<file path="src/rtl/fifo_wr_arbiter_if.sv">
// Handshake bundle between N_REQ upstream requesters, fifo_wr_arbiter and the
// write port of the downstream FIFO. slave = arbiter side, master = surroundings.
interface fifo_wr_arbiter_if #(
  parameter int N_REQ = 4,
  parameter int WIDTH = 8
);
  localparam int ID_W = $clog2(N_REQ);

  logic [N_REQ-1:0]       req_valid_i;
  logic [N_REQ*WIDTH-1:0] req_data_i;
  logic [N_REQ-1:0]       req_ready_o;
  logic                   fifo_full_i;
  logic                   fifo_wr_en_o;
  logic [WIDTH-1:0]       fifo_data_o;
  logic [ID_W-1:0]        grant_id_o;

  modport slave (
    input  req_valid_i,
    input  req_data_i,
    input  fifo_full_i,
    output req_ready_o,
    output fifo_wr_en_o,
    output fifo_data_o,
    output grant_id_o
  );

  modport master (
    output req_valid_i,
    output req_data_i,
    output fifo_full_i,
    input  req_ready_o,
    input  fifo_wr_en_o,
    input  fifo_data_o,
    input  grant_id_o
  );
endinterface

</file>
<file path="src/rtl/fifo_wr_arbiter.sv">
// Round-robin write arbiter: N_REQ valid/ready requesters onto one FIFO write port.
// Optional per-owner burst locking is compiled in with `define FIFO_ARB_BURST_EN.
module fifo_wr_arbiter #(
  parameter int N_REQ     = 4,
  parameter int WIDTH     = 8,
  parameter int MAX_BURST = 4
) (
  input  logic             clk_i,
  input  logic             rst_i,
  fifo_wr_arbiter_if.slave arb
);
  localparam int ID_W = $clog2(N_REQ);
  typedef logic [ID_W-1:0] id_t;

  if (N_REQ < 2 || N_REQ > 16 || MAX_BURST < 1 || MAX_BURST > 255) begin : g_param_check
    $error("fifo_wr_arbiter: parameter out of range");
  end

  function automatic id_t next_id(input id_t id);
    return (id == id_t'(N_REQ - 1)) ? '0 : id + id_t'(1);
  endfunction

  id_t  ptr_q, ptr_d;
  id_t  sel_rr;
  id_t  sel;
  logic hs;

  // First valid requester at or after ptr, wrapping; ptr itself when nobody is valid.
  always_comb begin : rr_scan
    logic          found;
    logic [ID_W:0] idx;
    // NOTE: every output of a combinational block gets a default before any branch;
    // a path that leaves one unassigned would infer a latch.
    found  = 1'b0;
    idx    = '0;
    sel_rr = ptr_q;
    for (int i = 0; i < N_REQ; i++) begin
      idx = {1'b0, ptr_q} + (ID_W+1)'(i);
      if (idx >= (ID_W+1)'(N_REQ)) idx = idx - (ID_W+1)'(N_REQ);
      if (!found && arb.req_valid_i[idx[ID_W-1:0]]) begin
        found  = 1'b1;
        sel_rr = idx[ID_W-1:0];
      end
    end
  end

  // Reset gates the handshake so nothing is accepted or written while rst_i is high.
  assign hs = arb.req_valid_i[sel] & ~arb.fifo_full_i & ~rst_i;

  always_comb begin : drive_outputs
    arb.req_ready_o      = '0;
    arb.req_ready_o[sel] = ~arb.fifo_full_i & ~rst_i;
    arb.fifo_wr_en_o     = hs;
    arb.fifo_data_o      = arb.req_data_i[int'(sel)*WIDTH +: WIDTH];
    arb.grant_id_o       = sel;
  end

`ifdef FIFO_ARB_BURST_EN
  typedef enum logic {
    ARB  = 1'b0,
    LOCK = 1'b1
  } state_e;

  localparam logic [7:0] BURST_LAST = 8'(MAX_BURST);

  state_e     state_q, state_d;
  id_t        owner_q, owner_d;
  logic [7:0] cnt_q,   cnt_d;

  assign sel = (state_q == LOCK) ? owner_q : sel_rr;

  always_comb begin : next_state
    state_d = state_q;
    owner_d = owner_q;
    cnt_d   = cnt_q;
    ptr_d   = ptr_q;
    unique case (state_q)
      ARB: begin
        if (hs) begin
          ptr_d = next_id(sel);
          if (MAX_BURST > 1) begin
            state_d = LOCK;
            owner_d = sel;
            cnt_d   = 8'd1;
          end
        end
      end
      LOCK: begin
        // Owner going idle ends the burst even if the FIFO is full in that cycle.
        if (!arb.req_valid_i[owner_q]) begin
          state_d = ARB;
          ptr_d   = next_id(owner_q);
          cnt_d   = '0;
        end else if (hs) begin
          cnt_d = cnt_q + 8'd1;
          if (cnt_d == BURST_LAST) begin
            state_d = ARB;
            ptr_d   = next_id(owner_q);
            cnt_d   = '0;
          end
        end
      end
    endcase
  end

  always_ff @(posedge clk_i) begin
    // NOTE: state registers use non-blocking assignments so every flop samples the
    // pre-edge value of every other flop regardless of statement order.
    if (rst_i) begin
      state_q <= ARB;
      owner_q <= '0;
      cnt_q   <= '0;
      ptr_q   <= '0;
    end else begin
      state_q <= state_d;
      owner_q <= owner_d;
      cnt_q   <= cnt_d;
      ptr_q   <= ptr_d;
    end
  end
`else
  assign sel = sel_rr;

  always_comb begin : next_ptr
    ptr_d = ptr_q;
    if (hs) ptr_d = next_id(sel);
  end

  always_ff @(posedge clk_i) begin
    // NOTE: state registers use non-blocking assignments so every flop samples the
    // pre-edge value of every other flop regardless of statement order.
    if (rst_i) ptr_q <= '0;
    else       ptr_q <= ptr_d;
  end
`endif

endmodule

</file>
<file path="src/flat_wrapper.sv">
// flat-port wrapper written by rule: the top's interface ports become plain ports
module fifo_wr_arbiter_flat 
#(
  parameter int N_REQ     = 4,
  parameter int WIDTH     = 8,
  parameter int MAX_BURST = 4
)
  (clk_i, rst_i, arb_req_valid_i, arb_req_data_i, arb_fifo_full_i, arb_req_ready_o, arb_fifo_wr_en_o, arb_fifo_data_o, arb_grant_id_o);
  fifo_wr_arbiter_if #(.N_REQ(N_REQ), .WIDTH(WIDTH)) arb_i ();
  input  logic clk_i;
  input  logic rst_i;
  input wire logic [$bits(arb_i.req_valid_i)-1:0] arb_req_valid_i;
  input wire logic [$bits(arb_i.req_data_i)-1:0] arb_req_data_i;
  input wire logic [$bits(arb_i.fifo_full_i)-1:0] arb_fifo_full_i;
  output wire logic [$bits(arb_i.req_ready_o)-1:0] arb_req_ready_o;
  output wire logic [$bits(arb_i.fifo_wr_en_o)-1:0] arb_fifo_wr_en_o;
  output wire logic [$bits(arb_i.fifo_data_o)-1:0] arb_fifo_data_o;
  output wire logic [$bits(arb_i.grant_id_o)-1:0] arb_grant_id_o;
  assign arb_i.req_valid_i = arb_req_valid_i;
  assign arb_i.req_data_i = arb_req_data_i;
  assign arb_i.fifo_full_i = arb_fifo_full_i;
  assign arb_req_ready_o = arb_i.req_ready_o;
  assign arb_fifo_wr_en_o = arb_i.fifo_wr_en_o;
  assign arb_fifo_data_o = arb_i.fifo_data_o;
  assign arb_grant_id_o = arb_i.grant_id_o;
  fifo_wr_arbiter #(.N_REQ(N_REQ), .WIDTH(WIDTH), .MAX_BURST(MAX_BURST)) u_core (.clk_i(clk_i), .rst_i(rst_i), .arb(arb_i));
endmodule
</file>
<file path="config.mk">
export PLATFORM = sky130hd
export DESIGN_NAME = fifo_wr_arbiter_flat
export DESIGN_NICKNAME = d
export VERILOG_FILES = /design/src/rtl/fifo_wr_arbiter_if.sv /design/src/rtl/fifo_wr_arbiter.sv /design/src/flat_wrapper.sv
export SDC_FILE = /design/constraint.sdc
export NUM_CORES = 1
export LEC_CHECK = 0
export CORE_ASPECT_RATIO = 1.1
export CORE_MARGIN = 2
export CORE_UTILIZATION = 30
export CTS_BUF_LIST = sky130_fd_sc_hd__clkbuf_2 sky130_fd_sc_hd__clkbuf_4 sky130_fd_sc_hd__clkbuf_8
export DETAILED_ROUTE_END_ITERATION = 8
export PLACE_DENSITY = 0.9
export SETUP_SLACK_MARGIN = 0.15
export SLEW_MARGIN = 20
export SYNTH_ARGS = -nofsm -noshare
export SYNTH_HDL_FRONTEND = slang
export SYNTH_SLANG_ARGS = --single-unit
</file>
<file path="constraint.sdc">
create_clock -name clk_i -period 2 [get_ports clk_i]
set_input_delay 0.2 -clock clk_i [delete_from_list [all_inputs] [get_ports clk_i]]
set_output_delay 0.2 -clock clk_i [all_outputs]
set_load 0.05 [all_outputs]
</file>
==> out/results.tsv, run 1 <==
stage	metric	value	unit
placement	port bufs	53	
logic_synthesis	largest area contributor in the netlist	a32oi_1	
floorplanning	Chip Width	44.71	um
clock_network	total CTS buffers	3	
clock_network	clk sinks	2	
status	outcome	stopped before the end	
floorplanning	Initial Util	0.3139	
clock_network	# hold bufs at CTS	0	
placement	routability cong.	0.6833	
clock_network	post-CTS setup repair buffer count	6	
logic_synthesis	number of synthesized register bits	2	
logic_synthesis	largest cells by area after synthesis	a32oi_1 (13%), nand2_1 (12%), a21oi_1 (9.2%)	
floorplanning	Die Y	48.78	um
placement	cell area after placement	1393	sq um
logic_synthesis	synthesized area per cell	6.835	sq um
logic_synthesis	synth unique cells	26	
logic_synthesis	Mapped Nets	123	
status	Err	[ERROR DPL-0033] detailed placement checks failed during check placement.	
logic_synthesis	Post-Synthesis Cells	80	
placement	DP Wirelength	1802	um
logic_synthesis	sequential-to-total area share from yosys stat	0.07323	
placement	pre-CTS setup slack	-415.6	ps
clock_network	H-tree Lvls	1	
logic_synthesis	synth warn	0	
logic_synthesis	Synth Cell Area	546.8	sq um
clock_network	CTS max path bufs	2	
floorplanning	io pins	54	
clock_network	post-CTS sizing	54	
clock_network	CTS root buf	clkbuf_4	
floorplanning	FP Rows	16	
logic_synthesis	share of the synthesized area in the top cell type	0.1281	
status	failing step	clock tree synthesis (4_1_cts)	
==> cell usage after synthesis (all sizes together) <==
library cell,n
nor2,4
and3b,1
nor2b,1
o21a,1
or2,1
nor4,1
nand2,26
a21oi,11
a2111oi,1
and2,4
dfxtp,2
and2b,1
a211oi,1
inv,4
nor3,2
o221ai,1
buf,4
o21ai,2
ha,4
a32oi,8
==> cells by family after synthesis <==
family / synth area share
buf+inv: 0.1281
flops: 0.07323
fa+ha+maj: 0.09154
simple gates: 0.3707
compound gates: 0.3364
==> per-stage QoR <==
| stage | setup TNS, ps | instances |
|---|---|---|
| 3_5_place_dp | -4750 | 156 |
| 3_3_place_gp | -3395 | 156 |
| 2_1_floorplan | 0 | 80 |
==> run 2, diff against run 1 <==
==> config.mk (replaced) <==
export PLATFORM = sky130hd
export DESIGN_NAME = fifo_wr_arbiter_flat
export DESIGN_NICKNAME = d
export VERILOG_FILES = /design/src/rtl/fifo_wr_arbiter_if.sv /design/src/rtl/fifo_wr_arbiter.sv /design/src/flat_wrapper.sv
export SDC_FILE = /design/constraint.sdc
export NUM_CORES = 1
export LEC_CHECK = 0
export CORE_AREA = 2 2 63 65
export DETAILED_ROUTE_END_ITERATION = 8
export DIE_AREA = 0 0 65 67
export PLACE_DENSITY_LB_ADDON = 0.15
export SLEW_MARGIN = 20
export SYNTH_ARGS = -nofsm -noshare
export SYNTH_HDL_FRONTEND = slang
export SYNTH_SLANG_ARGS = --single-unit
==> run 2 against run 1 <==
Effect of this change:
- the flow now finishes, with violations (negative setup slack)
- synthesized cell count did not move
- area after synthesis stayed put
==> out/results.tsv, run 2 <==
stage	metric	value	unit	change
layout	layout cell share with drive strength beyond 1	0.5779		
placement	routability cong.	0.6668		was 0.6833
floorplanning	Die Y	67	um	was 48.78 um
power	Pwr Total	1.220	mW	
global_route	GR Util All Layers	0.1286		
logic_synthesis	Mapped Nets	123		unchanged
placement	DP Wirelength	1803	um	was 1802 um
placement	port bufs	53		unchanged
logic_synthesis	Synth top cells by count	nand2_1 (18), a21oi_1 (10), a32oi_1 (8), nand2_2 (8)		unchanged
global_route	first-pass GRT wire length	4284	um	
clock_network	CTS max path bufs	2		unchanged
layout	area added between synthesis and finish	234.3	%	
logic_synthesis	share of the synthesized area in the top cell type	0.1281		unchanged
worst_setup_path	element type at the critical path start	flop		
logic_synthesis	number of synthesized register bits	2		unchanged
floorplanning	io pins	54		unchanged
worst_setup_path	Worst R2R End	u_core.ptr_q[1]$_SDFFE_PP0P_		
logic_synthesis	largest area contributor in the netlist	a32oi_1		unchanged
drt	# DRC	0		
clock_network	clk sinks	2		unchanged
timing	Clock Skews	4.761	ps	
timing	Worst-Margin Slew	460.9	ps	
worst_setup_path	critical path capture point type	output pin		
logic_synthesis	number of synthesized flops with an enable pin	0		unchanged
clock_network	clk_lat worst skew	220	ps	
drt	Initial DRT Pass Iterations	3		
layout	largest reg by FF count	u_core.ptr_q		
timing	max-slew violations	0		
global_route	M2 GR Usage	0.2680		
layout	fill cell count	337		
global_route	initial antenna violation count	0		
hold_path	HP Class	primary input to flop		
drt	aggregate routed wire length	2585	um	
status	outcome	finished, violations left		was stopped before the end
timing	Final WS setup	-62.23	ps	
power	PwrDens	667.5	nW/um^2	
logic_synthesis	most frequent cell after synthesis	nand2_1		unchanged
drt	vias per std cell	4.342		
timing	fmax	0.4849	GHz	
drt	Routed Antenna Nets	0		
floorplanning	Initial Util	0.1516		was 0.3139
worst_setup_path	CP Data Required Time	1800	ps	
floorplanning	Core ar.	3606	sq um	
worst_setup_path	Worst Reg-to-Reg Cells	7		
floorplanning	Chip Width	65	um	was 44.71 um
floorplanning	FP Rows	22		was 16
layout	Nets	199		
hold_path	Hold EP	u_core.ptr_q[1]$_SDFFE_PP0P_		
logic_synthesis	synthesized area per cell	6.835	sq um	unchanged
layout	diodes inserted	0		
power	Pleak	0.6952	nW	
logic_synthesis	synth warn	0		unchanged
clock_network	# hold bufs at CTS	0		unchanged
worst_setup_path	WS Path Type	flop to output pin		
worst_setup_path	critical path arrival	1860	ps	
clock_network	CTS tree	built		
timing	Final Hold Violating Endpoints	0		
global_route	met3 usage	0.01014		
logic_synthesis	sequential-to-total area share from yosys stat	0.07323		unchanged
timing	Setup violations, final	10		
global_route	GR Util met1	0.1303		
layout	commonest non-fill, non-tap cell in the layout	clkdlybuf4s50_1		
logic_synthesis	Post-Synthesis Cells	80		unchanged
clock_network	clk slew on worst S/H paths	30	ps	
global_route	vias in the first global route	972		
global_route	gr busiest metal	met2		
clock_network	H-tree Lvls	1		unchanged
timing	Tcrit/Tclk final	1.031		
layout	final std cells w/o fill	202		
drt	routed via count	877		
floorplanning	die area	4355	sq um	
flow_run	Max-Cap Viols	0		
timing	fin crit period	2062	ps	
hold_path	HP Start	arb_req_valid_i[3]		
layout	Largest register FFs	2		
worst_setup_path	Worst R2R Setup Slack	410	ps	
timing	RSZ-0062 raised after global routing	true		
logic_synthesis	Most used DFF post-synth	dfxtp_1		unchanged
layout	biggest regs	u_core.ptr_q (2)		
worst_setup_path	Critical Path Fanout Max	6		
drt	DR WL/cell	12.80	um	
logic_synthesis	synth unique cells	26		unchanged
worst_setup_path	Reg-to-Reg Start	u_core.ptr_q[1]$_SDFFE_PP0P_		
power	VDD IR max	361.6	uV	
status	failing checks	negative setup slack		
logic_synthesis	largest cells by area after synthesis	a32oi_1 (13%), nand2_1 (12%), a21oi_1 (9.2%)		unchanged
timing	Worst slew margin	0.6899		
layout	most frequent cells in the layout	clkdlybuf4s50_1 (34), buf_12 (13), buf_4 (12), nand2_2 (11), nand2_1 (9)		
logic_synthesis	ys async rst share	0		unchanged
clock_network	CTS root buf	clkbuf_8		was clkbuf_4
global_route	grt ovf	0		
drt	DR iter-0 viols	20		
placement	dpl cells	191		was 156
hold_path	hold path depth	4		
logic_synthesis	Synth Cell Area	546.8	sq um	unchanged
clock_network	total CTS buffers	3		unchanged
global_route	pin count of the biggest net entering global routing	12		
==> run 2: cell counts after synthesis <==
Identical to the previous run, type by type.
==> run 2: through the flow <==
step / cell area (sq um) / hold WS, ps / utilization / setup WS [ps] / TNS [ps]
4_1_cts: 1745 / 536.3 / 0.4840 / -107.5 / -1045
2_1_floorplan: 696.9 / 269.1 / - / -4.662 / -9.323
3_3_place_gp: 1458 / 540.1 / 0.4042 / -289.5 / -3261
5_1_grt: 1828 / 572.6 / 0.5069 / -126.1 / -1220
3_5_place_dp: 1458 / 550.0 / 0.4042 / -347.8 / -4060
6_report: 1828 / 521.9 / 0.5069 / -62.23 / -313.4
==> run 2: cell families (layout without fill, tap and decap cells) <==
logic type,after synthesis,in the layout,synth area share
AO/OA/AOI/OAI,25,25,0.3364
flip-flops,2,2,0.07323
buffers and inverters,8,82,0.1281
adder cells (fa/ha/maj),4,4,0.09154
AND/OR/NAND/NOR,41,41,0.3707
==> run 2: area by class of cell <==
cell class	instances	area [sq um]	share of cell area
sequential	2	45.04	0.02464
clock buffer	3	41.29	0.02259
multi-input combinational	70	779.5	0.4264
timing repair inverter	2	25.02	0.01369
inverter	4	31.28	0.01711
tap	48	60.06	0.03285
timing repair buffer	73	845.8	0.4627
==> run 2: layer usage <==
layer / part of all wire / routed length (um)
met5: 0 / 0
met1: 0.37 / 945
met2: 0.57 / 1464
met3: 0.056 / 144
met4: 0.012 / 30
==> run 2: repair_timing <==
item                       CTS  global route
resized for setup           49            21
setup endpoints to repair   13            12
pin swaps                   16            16
buffers inserted             2             5
cloned                       3             0
==> run 2: report_power, final <==
group	switching, mW	internal, mW	leakage [nW]
Combinational	0.502	0.501	0.656
Clock	0.0369	0.128	0.0216
Sequential	0.00663	0.0459	0.0175
==> run 2: worst max path at each step <==
stage                          to                         start  slack [ps]  cells past startpoint
5_1_grt        arb_req_ready_o[0]  u_core.ptr_q[1]$_SDFFE_PP0P_        -130                      8
3_5_place_dp   arb_fifo_data_o[0]            arb_req_valid_i[3]        -350                      8
2_1_floorplan  arb_req_ready_o[1]  u_core.ptr_q[1]$_SDFFE_PP0P_          -5                      6
4_1_cts        arb_req_ready_o[0]  u_core.ptr_q[1]$_SDFFE_PP0P_        -110                      8
6_report       arb_req_ready_o[1]  u_core.ptr_q[1]$_SDFFE_PP0P_         -60                      8
3_3_place_gp   arb_fifo_data_o[0]            arb_req_valid_i[3]        -290                      8
==> run 2: worst max-delay path, stage by stage (launching register included) <==
cell and delay, ps:
dfxtp_4 340, and3b_1 190, a2111oi_2 210, or2_4 230, buf_12 180, inv_12 60, ha_4 150, and2_4 130
buf_8 140
Note: power is estimated with default switching activity, not from simulation.
